===== config.mk =====
export PLATFORM = sky130hd
export DESIGN_NAME = mem_lsu
export DESIGN_NICKNAME = d
export VERILOG_FILES = /design/src/rtl/mem_lsu_pkg.sv /design/src/rtl/mem_lsu_align.sv /design/src/rtl/mem_lsu.sv
export SDC_FILE = /design/constraint.sdc
export NUM_CORES = 1
export LEC_CHECK = 0
export ABC_AREA = 1
export CAP_MARGIN = 10
export CELL_PAD_IN_SITES_DETAIL_PLACEMENT = 1
export CELL_PAD_IN_SITES_GLOBAL_PLACEMENT = 2
export CORE_AREA = 5 5 186 188
export DETAILED_ROUTE_END_ITERATION = 12
export DIE_AREA = 0 0 191 193
export PLACE_DENSITY_LB_ADDON = 0.1
export SYNTH_ARGS = -nofsm -noshare
export SYNTH_HDL_FRONTEND = slang
export SYNTH_SLANG_ARGS = --single-unit

===== constraint.sdc =====
create_clock -name i_clk -period 4.52 [get_ports i_clk]
set_input_delay 0.904 -clock i_clk [delete_from_list [all_inputs] [get_ports i_clk]]
set_output_delay 0.904 -clock i_clk [all_outputs]
set_load 0.02 [all_outputs]

===== src/rtl/mem_lsu_pkg.sv =====
// Purpose: shared size encodings, FSM state type and lane widths for the load/store unit.
// Latency: n/a (types, constants and one pure helper function).
// Backpressure: n/a.
package mem_lsu_pkg;

    localparam int WORD_W = 32;
    localparam int HALF_W = 16;
    localparam int BYTE_W = 8;

    localparam logic [1:0] SZ_BYTE = 2'b00;
    localparam logic [1:0] SZ_HALF = 2'b01;
    localparam logic [1:0] SZ_WORD = 2'b10;
    localparam logic [1:0] SZ_ILL  = 2'b11;

    typedef enum logic [1:0] {
        ST_IDLE  = 2'd0,
        ST_READ  = 2'd1,
        ST_WRITE = 2'd2,
        ST_RESP  = 2'd3
    } state_e;

    // A request is rejected when its size is illegal or its address is not
    // naturally aligned to that size.
    function automatic logic req_bad(input logic [1:0] size, input logic [1:0] addr_lo);
        case (size)
            SZ_BYTE: return 1'b0;
            SZ_HALF: return addr_lo[0];
            SZ_WORD: return (addr_lo != 2'b00);
            default: return 1'b1;
        endcase
    endfunction

endpackage


===== src/rtl/mem_lsu_align.sv =====
// Purpose: little-endian lane extract (load) and lane merge (sub-word store) for one 32-bit word.
// Latency: combinational.
// Backpressure: none.
// Ports: i_word memory word, i_addr_lo byte offset, i_size/i_signed access type, i_wdata
//        right-aligned store data; o_load extended load value, o_merged word to write back.
module mem_lsu_align
    import mem_lsu_pkg::*;
(
    input  logic [WORD_W-1:0] i_word,
    input  logic [1:0]        i_addr_lo,
    input  logic [1:0]        i_size,
    input  logic              i_signed,
    input  logic [WORD_W-1:0] i_wdata,
    output logic [WORD_W-1:0] o_load,
    output logic [WORD_W-1:0] o_merged
);

    logic [BYTE_W-1:0] lane_b;
    logic [HALF_W-1:0] lane_h;

    always_comb begin
        lane_b   = i_word[BYTE_W*i_addr_lo +: BYTE_W];
        lane_h   = i_addr_lo[1] ? i_word[WORD_W-1:HALF_W] : i_word[HALF_W-1:0];
        o_load   = i_word;
        o_merged = i_word;
        case (i_size)
            SZ_BYTE: begin
                o_load = {{(WORD_W-BYTE_W){i_signed & lane_b[BYTE_W-1]}}, lane_b};
                o_merged[BYTE_W*i_addr_lo +: BYTE_W] = i_wdata[BYTE_W-1:0];
            end
            SZ_HALF: begin
                o_load = {{(WORD_W-HALF_W){i_signed & lane_h[HALF_W-1]}}, lane_h};
                o_merged[HALF_W*i_addr_lo[1] +: HALF_W] = i_wdata[HALF_W-1:0];
            end
            SZ_WORD: begin
                o_merged = i_wdata;
            end
            default: begin
                o_load   = i_word;
                o_merged = i_word;
            end
        endcase
    end

endmodule


===== src/rtl/mem_lsu.sv =====
// Purpose: single-outstanding load/store unit to a word-addressed memory, with sub-word RMW.
// Latency: accept->rsp 1 cycle (error), 2 (load, word store), 3 (byte/half store).
// Backpressure: o_req_ready only in IDLE; response is a one-cycle pulse with no backpressure.
// Ports: i_req_* request (valid/ready), o_rsp_* completion, o_mem_* / i_mem_data memory side.
module mem_lsu
    import mem_lsu_pkg::*;
#(
    parameter int ADDR_WIDTH = 32,
    parameter int DATA_WIDTH = 32
) (
    input  logic                  i_clk,
    input  logic                  i_rst,
    input  logic                  i_req_valid,
    output logic                  o_req_ready,
    input  logic                  i_req_we,
    input  logic [1:0]            i_req_size,
    input  logic                  i_req_signed,
    input  logic [ADDR_WIDTH-1:0] i_req_addr,
    input  logic [DATA_WIDTH-1:0] i_req_wdata,
    output logic                  o_rsp_valid,
    output logic [DATA_WIDTH-1:0] o_rsp_rdata,
    output logic                  o_rsp_err,
    output logic [ADDR_WIDTH-1:0] o_mem_addr,
    output logic [DATA_WIDTH-1:0] o_mem_data,
    output logic                  o_mem_we,
    input  logic [DATA_WIDTH-1:0] i_mem_data
);

    state_e                  state_q, state_d;
    logic                    we_q, we_d;
    logic [1:0]              size_q, size_d;
    logic                    sgn_q, sgn_d;
    logic [1:0]              addr_lo_q, addr_lo_d;
    logic [DATA_WIDTH-1:0]   wdata_q, wdata_d;
    logic                    err_q, err_d;
    logic [DATA_WIDTH-1:0]   rdata_q, rdata_d;
    logic [ADDR_WIDTH-1:0]   mem_addr_q, mem_addr_d;
    logic [DATA_WIDTH-1:0]   mem_data_q, mem_data_d;
    logic [DATA_WIDTH-1:0]   load_val;
    logic [DATA_WIDTH-1:0]   merged;

    // Alignment works from the latched request; it is only consumed in READ.
    mem_lsu_align u_align (
        .i_word    (i_mem_data),
        .i_addr_lo (addr_lo_q),
        .i_size    (size_q),
        .i_signed  (sgn_q),
        .i_wdata   (wdata_q),
        .o_load    (load_val),
        .o_merged  (merged)
    );

    always_comb begin
        state_d    = state_q;
        we_d       = we_q;
        size_d     = size_q;
        sgn_d      = sgn_q;
        addr_lo_d  = addr_lo_q;
        wdata_d    = wdata_q;
        err_d      = err_q;
        rdata_d    = rdata_q;
        mem_addr_d = mem_addr_q;
        mem_data_d = mem_data_q;
        case (state_q)
            ST_IDLE: begin
                if (i_req_valid) begin
                    we_d      = i_req_we;
                    size_d    = i_req_size;
                    sgn_d     = i_req_signed;
                    addr_lo_d = i_req_addr[1:0];
                    wdata_d   = i_req_wdata;
                    err_d     = req_bad(i_req_size, i_req_addr[1:0]);
                    // Stores and errors report zero; loads overwrite this in READ.
                    rdata_d   = '0;
                    if (err_d) begin
                        // Memory-side outputs keep their previous values on errors.
                        state_d = ST_RESP;
                    end else begin
                        mem_addr_d = i_req_addr >> 2;
                        if (i_req_we && (i_req_size == SZ_WORD)) begin
                            mem_data_d = i_req_wdata;
                            state_d    = ST_WRITE;
                        end else begin
                            // Loads and sub-word stores both need the current word.
                            state_d = ST_READ;
                        end
                    end
                end
            end
            ST_READ: begin
                if (we_q) begin
                    mem_data_d = merged;
                    state_d    = ST_WRITE;
                end else begin
                    rdata_d = load_val;
                    state_d = ST_RESP;
                end
            end
            ST_WRITE: state_d = ST_RESP;
            ST_RESP:  state_d = ST_IDLE;
            default:  state_d = ST_IDLE;
        endcase
    end

    always_ff @(posedge i_clk or posedge i_rst) begin
        if (i_rst) begin
            state_q    <= ST_IDLE;
            we_q       <= 1'b0;
            size_q     <= 2'b00;
            sgn_q      <= 1'b0;
            addr_lo_q  <= 2'b00;
            wdata_q    <= '0;
            err_q      <= 1'b0;
            rdata_q    <= '0;
            mem_addr_q <= '0;
            mem_data_q <= '0;
        end else begin
            state_q    <= state_d;
            we_q       <= we_d;
            size_q     <= size_d;
            sgn_q      <= sgn_d;
            addr_lo_q  <= addr_lo_d;
            wdata_q    <= wdata_d;
            err_q      <= err_d;
            rdata_q    <= rdata_d;
            mem_addr_q <= mem_addr_d;
            mem_data_q <= mem_data_d;
        end
    end

    // Decoded straight from the state so reset drops them without waiting for a clock.
    assign o_req_ready = (state_q == ST_IDLE);
    assign o_rsp_valid = (state_q == ST_RESP);
    assign o_rsp_err   = (state_q == ST_RESP) & err_q;
    assign o_mem_we    = (state_q == ST_WRITE);
    assign o_rsp_rdata = rdata_q;
    assign o_mem_addr  = mem_addr_q;
    assign o_mem_data  = mem_data_q;

endmodule


# Word-level counts from Yosys, hierarchy flattened

Index checks and enable logic that the tools add are counted.

Bits in registers: 135
Bits of input ports: 103
Output and inout port bits: 100
Logic and storage cells: 64

Add/sub/neg operators: 2
Equality and inequality tests: 12
Shift operators: 5
Muxes and demuxes: 21
Bitwise operators: 4
Reductions and logical operators: 10

Operators with widths:

| cell                     | number |
|---|---|
| $mux 32                  | 6 |
| $pmux 32 s2              | 3 |
| $pmux 32 s3              | 1 |
| $neg 5->34               | 2 |
| $bwmux 32                | 2 |
| $shift 16x34->32 const A | 1 |
| $shift 8x34->32 const A  | 1 |
| $shiftx 16x34->32        | 1 |
| $shiftx 8x34->32         | 1 |
| $shiftx 32x6->8          | 1 |
| $mux 16                  | 1 |
| $eq 2x2->1 const B       | 4 |
| $ne 2x2->1 const B       | 4 |
| $pmux 2 s4               | 1 |
| $eq 2x1->1 const B       | 3 |
| $logic_not 2->1          | 3 |
| $mux 2                   | 3 |
| $reduce_and 3->1         | 2 |
| $reduce_and 5->1         | 1 |
| $reduce_bool 2->1        | 2 |
| $and 1x1->1              | 3 |
| $mux 1                   | 3 |
| $pmux 1 s3               | 1 |
| $ne 2x1->1 const B       | 1 |
| 3 further kinds          | 3 |

# Logic depth before layout (Yosys ltp)

Gate-level depths: netlist of the first run.

Depth after elaboration: 7
Gate-level depth with buffers: 12
Mapped depth without buffers: 10

# Cells and area by module

A second synthesis of the first run with hierarchy kept.

Cells, all modules: 1,182
Area, all modules: 8,111.5 µm²

By module, submodules not included:

| module        | times used | cells an instance | area an instance (µm²) | seq. area each (µm²) |
|---|---|---|---|---|
| mem_lsu       | 1          | 680               | 5,716.7                | 3,378.2 |
| mem_lsu_align | 1          | 502               | 2,394.8                | 0.0 |

# Worst setup path before layout of the first run

Ideal clock, no wire load.

Kind: flip-flop to flip-flop
Start point: register addr_lo_q[1]
End point: register mem_data_q[10], in the netlist o_mem_data[10]
Arrival time: 2.013 ns
Required time: 4.443 ns
Path slack: 2.430 ns
Cell stages (with the launch flop): 13
Buffers on the path: 4
Period minus slack after synthesis: 2.090 ns
Cells stage by stage: dfrtp_1 > inv_2 > buf_2 > buf_2 > ha_1 > clkbuf_1 > clkbuf_1 > nand4_1 > nand2_1 > nand2_1 > nand2_1 > nand2_1 > a21oi_1

Cells in the longest elaborated chain, start to end: 6
Elaborated cells between the ends (all ways): 11

Ends and longest elaborated chain:

| what                                            | line                                     | source |
|---|---|---|
| start, declared                                 | mem_lsu.sv:33                            | `logic [1:0] addr_lo_q, addr_lo_d;` |
| start signal, assigned                          | mem_lsu.sv:122                           | `addr_lo_q <= addr_lo_d;` |
| $neg 5->34 (on tied branches)                   | mem_lsu_align.sv:33, mem_lsu_align.sv:29 |  |
| $shiftx 16x34->32, or another cell as far along | mem_lsu_align.sv:33                      | `o_merged[HALF_W*i_addr_lo[1] +: HALF_W] = i_wdata[HALF_W-1:0];` |
| $bwmux 32 (on tied branches)                    | mem_lsu_align.sv:33, mem_lsu_align.sv:29 |  |
| $pmux 32 s3 *                                   | mem_lsu_align.sv:26                      | `case (i_size)` |
| $mux 32 *                                       | mem_lsu.sv:91                            | `if (we_q) begin` |
| $pmux 32 s2 *                                   | mem_lsu.sv:64                            | `case (state_q)` |
| end signal, assigned                            | mem_lsu.sv:127                           | `mem_data_q <= mem_data_d;` |
| end, declared                                   | mem_lsu.sv:38                            | `logic [DATA_WIDTH-1:0] mem_data_q, mem_data_d;` |

Mark *: on every way between the ends. The rest lies on a longest branch, timed or not. The select of a mux whose other input is x is not followed.
A chain may end at the register's enable or synchronous reset.

# Worst setup path in the final report of the first run

Start point: register state_q[1]
End point: register mem_data_q[30], in the netlist o_mem_data[30]

Cells in the longest elaborated chain, start to end: 3
Elaborated cells between the ends (all ways): 9

Ends and longest elaborated chain:

| what                                                 | line           | source |
|---|---|---|
| start, declared                                      | mem_lsu.sv:29  | `state_e state_q, state_d;` |
| start signal, assigned                               | mem_lsu.sv:118 | `state_q <= state_d;` |
| $eq 2x1->1 / $logic_not 2->1 (equally long branches) | mem_lsu.sv:64  |  |
| $ne 2x2->1 (no line), or another cell as far along   | -              |  |
| $reduce_and 5->1 (no line)                           | -              |  |

Parallel ways exist; a longest one is shown, timed or not.

==> run_results.csv, run 1 <==
group,metric,value,unit
power,ir_drop,0.000276,V
drt,wl_per_cell,18.5,um
place,placed_area,0.0102,mm^2
floorplan,die-area,0.0369,mm^2
cts,cts_tree,"done",
timing,slew_viol_final,0,
drt,ant_nets,0,
worst_setup_path,r2r-end,"o_mem_data[30]",
power,p_int,4.18,mW
timing,worst_slack,1.58,ns
timing,finalSetupViolations,0,
synth,syn-cell-area,0.00776,mm^2
worst_setup_path,worstSetupPathType,"flip-flop to flip-flop",
finish,multiInputGateArea,0.00375,mm^2
floorplan,die_w,191,um
drt,dr.first_iter.drc_count,432,
drt,drt-pass1-iter-count,4,
worst_setup_path,endpoint_kind,"flip-flop",
timing,fin_setup_tns,0,ns
synth,synth.top_cell.area_share,0.435,
cts,clk-insertion-delay-late,0.44,ns
cts,cts_buffers,17,
synth,synth_cell_types,29,
timing,worst_pin_slew,0.979,ns
floorplan,core_area,0.0329,mm^2
worst_setup_path,worstSetupEndpoint,"o_mem_data[30]",
grt,antenna_found_initial,1,
synth,synth-seq-area-share,0.435,
drt,drt_wl_total,32900,um
timing,rsz0062_at_grt,"no",
timing,finalCritPeriodShare,0.650,
finish,diodes,0,
synth,synthCells,1144,
power,p_per_area,750,mW/mm^2
power,p_leak,5.15,nW
floorplan,fp.dieH,193,um
worst_setup_path,cp-start-kind,"flip-flop",
worst_setup_path,rr_worst_depth,11,
drt,vias,7996,
grt,globalRoute.totalOverflow,0,
synth,avgSynthCellArea,6.79,um^2
finish,drive_gt1_frac,0.0505,
grt,grt_pass1_wl,51300,um
run_status,status,"finished clean",
worst_setup_path,r2r_slack,1.58,ns
synth,synth_top_area_cell,"dfrtp_1",
cts,cts_hold_buffers,0,
place,dp_hpwl,24300,um
power,power_frac_clock,0.173,
drt,avgViaCountPerCell,4.50,
synth,yosys_warnings,0,
min_path,hp-class,"flip-flop to flip-flop",
place,dp_slack,1.08,ns
finish,nNetsFinal,1427,
cts,cts.clk_slew.worst_paths,0.07,ns
cts,cts_root_buf,"clkbuf_16",
floorplan,ios,203,
place,globalplace.congestion,0.829,
cts,cts_resized,0,
finish,seqCellArea,0.00338,mm^2
finish,fillers,4011,
drt,drc,0,
timing,maxSlewHeadroom,0.347,
power,p_sw_frac,0.481,
place,port_buffers,200,
finish,fin_area,0.0107,mm^2
power,total_power,8.05,mW
synth,synth_seq_cells,135,
place,dp.cells,1744,
power,p_comb_frac,0.555,
finish,syn_to_final_growth,38.3,%
job,cap_viol_max_count,0,
timing,fmax,341,MHz
floorplan,rows,67,
power,p_switching,3.88,mW
floorplan,start_util,0.236,
grt,grt_usage,0.182,
timing,hold_slack,0.478,ns
cts,clock_path_buffers,2,
worst_setup_path,arrival,3.26,ns
timing,fin_skew,0.0104,ns
power,p_seq_frac,0.273,
synth,synthTopCellsByArea,"dfrtp_1, nand2_1, a21oi_1",
grt,grt_max_degree,77,
cts,cts_setup_buffers,0,
worst_setup_path,cp_data_required_time,4.84,ns
worst_setup_path,startpoint,"state_q[1]",
finish,final_core_util,0.326,
grt,grt_pass1_vias,8624,
worst_setup_path,cp_max_fo,41,
timing,finalHoldViolCount,0,
cts,cts.sinks,135,
finish,stdcell_count,1776,
worst_setup_path,worstReg2RegStart,"state_q[1]",
cts,htree_levels,4,
timing,period_minus_slack,2.94,ns
[registers in the layout (all words and copies together), names as in the netlist]
signal,cells
sgn_q,1
addr_lo_q,2
size_q,2
we_q,1
wdata_q,32
o_mem_addr,30
state_q,2
o_mem_data,32
err_q,1
o_rsp_rdata,32
[cells by family after synthesis]
kind of cell / share of synthesized area
AND/OR/NAND/NOR: 0.302
buffers and inverters: 0.0825
adder cells (fa/ha/maj): 0.0145
flip-flops: 0.435
other: 0.000483
AO/OA/AOI/OAI: 0.165
[worst min-delay path by stage]
stage | to | from | cells past startpoint | slack, ns
floorplan | wdata_q[24] | wdata_q[24] | 2 | 0.45
global placement | o_mem_addr[28] | o_mem_addr[28] | 2 | 0.46
detailed placement | o_rsp_rdata[5] | o_rsp_rdata[5] | 2 | 0.47
CTS | o_rsp_rdata[5] | o_rsp_rdata[5] | 2 | 0.48
global route | o_rsp_rdata[18] | o_rsp_rdata[18] | 2 | 0.51
finish | o_rsp_rdata[9] | o_rsp_rdata[9] | 2 | 0.48
[power by group through the flow]
stage | logic, mW | registers [mW] | clock network (mW)
final | 4.47 | 2.20 | 1.39
after global routing | 5.00 | 2.28 | 1.49
after CTS | 4.54 | 2.21 | 1.44
after detailed placement | 4.52 | 2.22 | 0
after global placement | 4.48 | 2.22 | 0
after floorplan | 2.34 | 2.53 | 0
[Yosys cell counts]
master / n
nand3_2: 2
inv_2: 7
nor2_1: 104
nand3_1: 29
inv_4: 1
inv_1: 81
o221ai_1: 2
a211oi_1: 1
dfrtp_1: 135
nand2_2: 2
nor2_4: 1
ha_1: 9
o2111ai_1: 5
buf_2: 21
conb_1: 1
o21ai_0: 88
a31oi_1: 1
a41oi_1: 1
nand4_1: 15
clkbuf_1: 33
a21oi_1: 136
nor2_2: 2
o21bai_1: 4
o21ai_1: 8
buf_1: 5
buf_4: 6
nand2_1: 442
o21ai_2: 1
buf_6: 1
[cells in the final DEF (no fill, tap or decap), types with 3 or more instances in the layout]
cell type,n
dfrtp_1,135
clkinv_4,4
o21ai_0,88
nand3_1,29
inv_6,4
ha_1,9
nand4_1,15
inv_2,7
nor2_1,104
a21oi_1,136
o21ai_1,7
o21bai_1,4
clkbuf_16,17
o2111ai_1,5
inv_1,80
buf_4,17
nand2_1,442
clkdlybuf4s50_1,200
clkinv_2,3
[metal layers]
metal / track usage / share of wire / wire [um] / vias up
met4: 0.0486 / 0.019 / 610 / 2
li1: - / - / - / 3984
met2: 0.292 / 0.45 / 15000 / 165
met3: 0.0456 / 0.051 / 1680 / 35
met5: 0 / 0.00055 / 18 / -
met1: 0.246 / 0.48 / 15700 / 3810
[cell type report]
type	instances	share of cell area
sequential	135	0.315
timing repair buffer	217	0.198
multi-input combinational	855	0.349
tap	448	0.0522
clock buffer	19	0.0422
inverter	89	0.0318
clock inverter	13	0.0113
[worst max-delay path, stage by stage, from the launching register on]
cell	delay (ns)
dfrtp_1	0.42
inv_1	0.10
ha_1	0.14
buf_4	0.33
inv_2	0.38
nor2_2	0.24
a21oi_1	0.08
nand3_2	0.10
buf_4	0.41
inv_2	0.33
nor2_1	0.17
a21oi_1	0.06
Power figures use the tool's default switching activity.
==> inputs of run 2 (changes only) <==
CORE_AREA = 5 5 179 181   (was 5 5 186 188)
DIE_AREA = 0 0 184 186   (was 0 0 191 193)
clock period = 3 ns   (was 4.52 ns; I/O delays follow)
==> run 2 against run 1 <==
  * Via count up 0.11%
  * Largest power group unchanged
  * Critical endpoint is now o_req_ready
  * Count of clock-buffer cells in the layout down 1
  * Flip-flop and latch count unchanged
  * Critical path depth down 8
  * Sequential share of layout area unchanged
  * Highest routed layer is now met4
  * Clock skew down 0.0013 ns
==> run_results.csv, run 2 (synthesized netlist as in run 1, its figures left out) <==
group,metric,value,unit
job,cap_viol_max_count,0,
worst_setup_path,cp_data_required_time,2.40,ns
worst_setup_path,path_cells,"inv_1 > ha_1 > clkdlybuf4s50_1",
worst_setup_path,rr_worst_depth,7,
worst_setup_path,cp_max_fo,7,
worst_setup_path,startpoint,"state_q[1]",
worst_setup_path,critPathMaxStageDelay,0.70,ns
drt,dr.first_iter.drc_count,384,
drt,drt_wl_total,32000,um
finish,seqCellArea,0.00338,mm^2
power,ir_drop,0.000367,V
timing,finalSetupViolations,0,
cts,cts_buffers,17,
cts,cts_tree,"done",
finish,drive_gt1_frac,0.0526,
worst_setup_path,worstSetupPathDepth,3,
cts,cts.sinks,135,
floorplan,die_w,184,um
drt,ant_nets,0,
finish,layout_commonest_cell,"nand2_1",
worst_setup_path,worstReg2RegStart,"size_q[1]",
drt,wl_per_cell,18.5,um
timing,maxSlewHeadroom,0.488,
drt,vias,8005,
min_path,hp-class,"flip-flop to flip-flop",
cts,cts_hold_buffers,0,
cts,cts_resized,0,
worst_setup_path,cp_num_buf_inv,2,
floorplan,die-area,0.0342,mm^2
finish,multiInputGateArea,0.00375,mm^2
worst_setup_path,endpoint_kind,"primary output",
worst_setup_path,worstSetupPathType,"flip-flop to primary output",
grt,grt_pass1_vias,8554,
grt,grt_usage,0.190,
drt,drc,0,
timing,period_minus_slack,2.55,ns
floorplan,rows,64,
worst_setup_path,cp-start-kind,"flip-flop",
place,dp_hpwl,23600,um
finish,layout_common_cells,"nand2_1, clkdlybuf4s50_1, a21oi_1",
floorplan,start_util,0.256,
timing,fin_skew,0.00913,ns
timing,rsz0062_at_grt,"no",
grt,grt_pass1_wl,50300,um
power,p_leak,5.17,nW
floorplan,fp.dieH,186,um
finish,final_core_util,0.355,
cts,clk-insertion-delay-late,0.44,ns
floorplan,core_area,0.0303,mm^2
timing,fmax,392,MHz
drt,drt-pass1-iter-count,5,
timing,finalCritPeriodShare,0.849,
timing,finalHoldViolCount,0,
grt,grt_max_degree,136,
worst_setup_path,r2r_slack,0.80,ns
worst_setup_path,r2r-end,"o_rsp_rdata[6]",
finish,nNetsFinal,1432,
run_status,status,"finished clean",
cts,cts_setup_buffers,0,
finish,syn_to_final_growth,38.3,%
min_path,holdPathStages,2,
grt,antenna_found_initial,0,
cts,cts_root_buf,"clkbuf_16",
grt,globalRoute.totalOverflow,0,
finish,fillers,3744,
timing,fin_setup_tns,0,ns
cts,cts.clk_slew.worst_paths,0.06,ns
floorplan,ios,203,
cts,htree_levels,4,
worst_setup_path,path_delay_family,"buffers and inverters",
power,p_per_area,1140,mW/mm^2
drt,avgViaCountPerCell,4.63,
timing,worst_pin_slew,0.767,ns
place,globalplace.congestion,0.813,
place,port_buffers,200,
worst_setup_path,slowest_stage,"clkdlybuf4s50_1",
finish,diodes,0,
timing,slew_viol_final,0,
cts,clock_path_buffers,2,
worst_setup_path,worstSetupEndpoint,"o_req_ready",
worst_setup_path,arrival,1.95,ns
[run 2: layout make-up]
class | count | share of cell area
clock buffer | 18 | 0.0400
clock inverter | 13 | 0.0139
inverter | 89 | 0.0317
multi-input combinational | 855 | 0.349
sequential | 135 | 0.315
tap | 396 | 0.0461
timing repair buffer | 222 | 0.204
[run 2: worst min path at each step]
stage | start | endpoint | slack [ns]
4_1_cts | o_mem_addr[8] | o_mem_addr[8] | 0.49
3_3_place_gp | o_mem_addr[24] | o_mem_addr[24] | 0.46
5_1_grt | o_rsp_rdata[22] | o_rsp_rdata[22] | 0.50
2_1_floorplan | wdata_q[24] | wdata_q[24] | 0.45
6_report | o_rsp_rdata[8] | o_rsp_rdata[8] | 0.48
3_5_place_dp | o_mem_addr[12] | o_mem_addr[12] | 0.47
[run 2: where the power goes]
part | switching (mW) | internal [mW]
combinational | 4.30 | 2.49
clock | 0.909 | 1.23
sequential | 0.655 | 2.65
[run 2: worst reg2reg max path: cells and delay by family, from the launching register on]
kind	cells	cell delay (ns)
buf+inv	2	0.58
simple gates	3	0.78
compound gates	2	0.28
flops	1	0.45
[run 2: metrics by stage]
step	area [um^2]	cells	total power [mW]	worst slack, ns	hold WS, ns
3_3_place_gp	10200	1697	10.1	0.637	0.461
4_1_cts	10700	1728	12.4	0.402	0.486
5_1_grt	10700	1728	13.3	0.346	0.505
6_report	10700	1728	12.2	0.452	0.479
3_5_place_dp	10200	1697	10.2	0.589	0.469
2_1_floorplan	7770	1145	7.35	0.721	0.453
[run 2: per-layer routing]
layer  vias up  global-route usage  share of wire
met5         -                   0              0
met4         0              0.0695          0.031
met3        35              0.0444          0.052
met2       198               0.290           0.44
met1      3783               0.262           0.48
li1       3989                   -              -
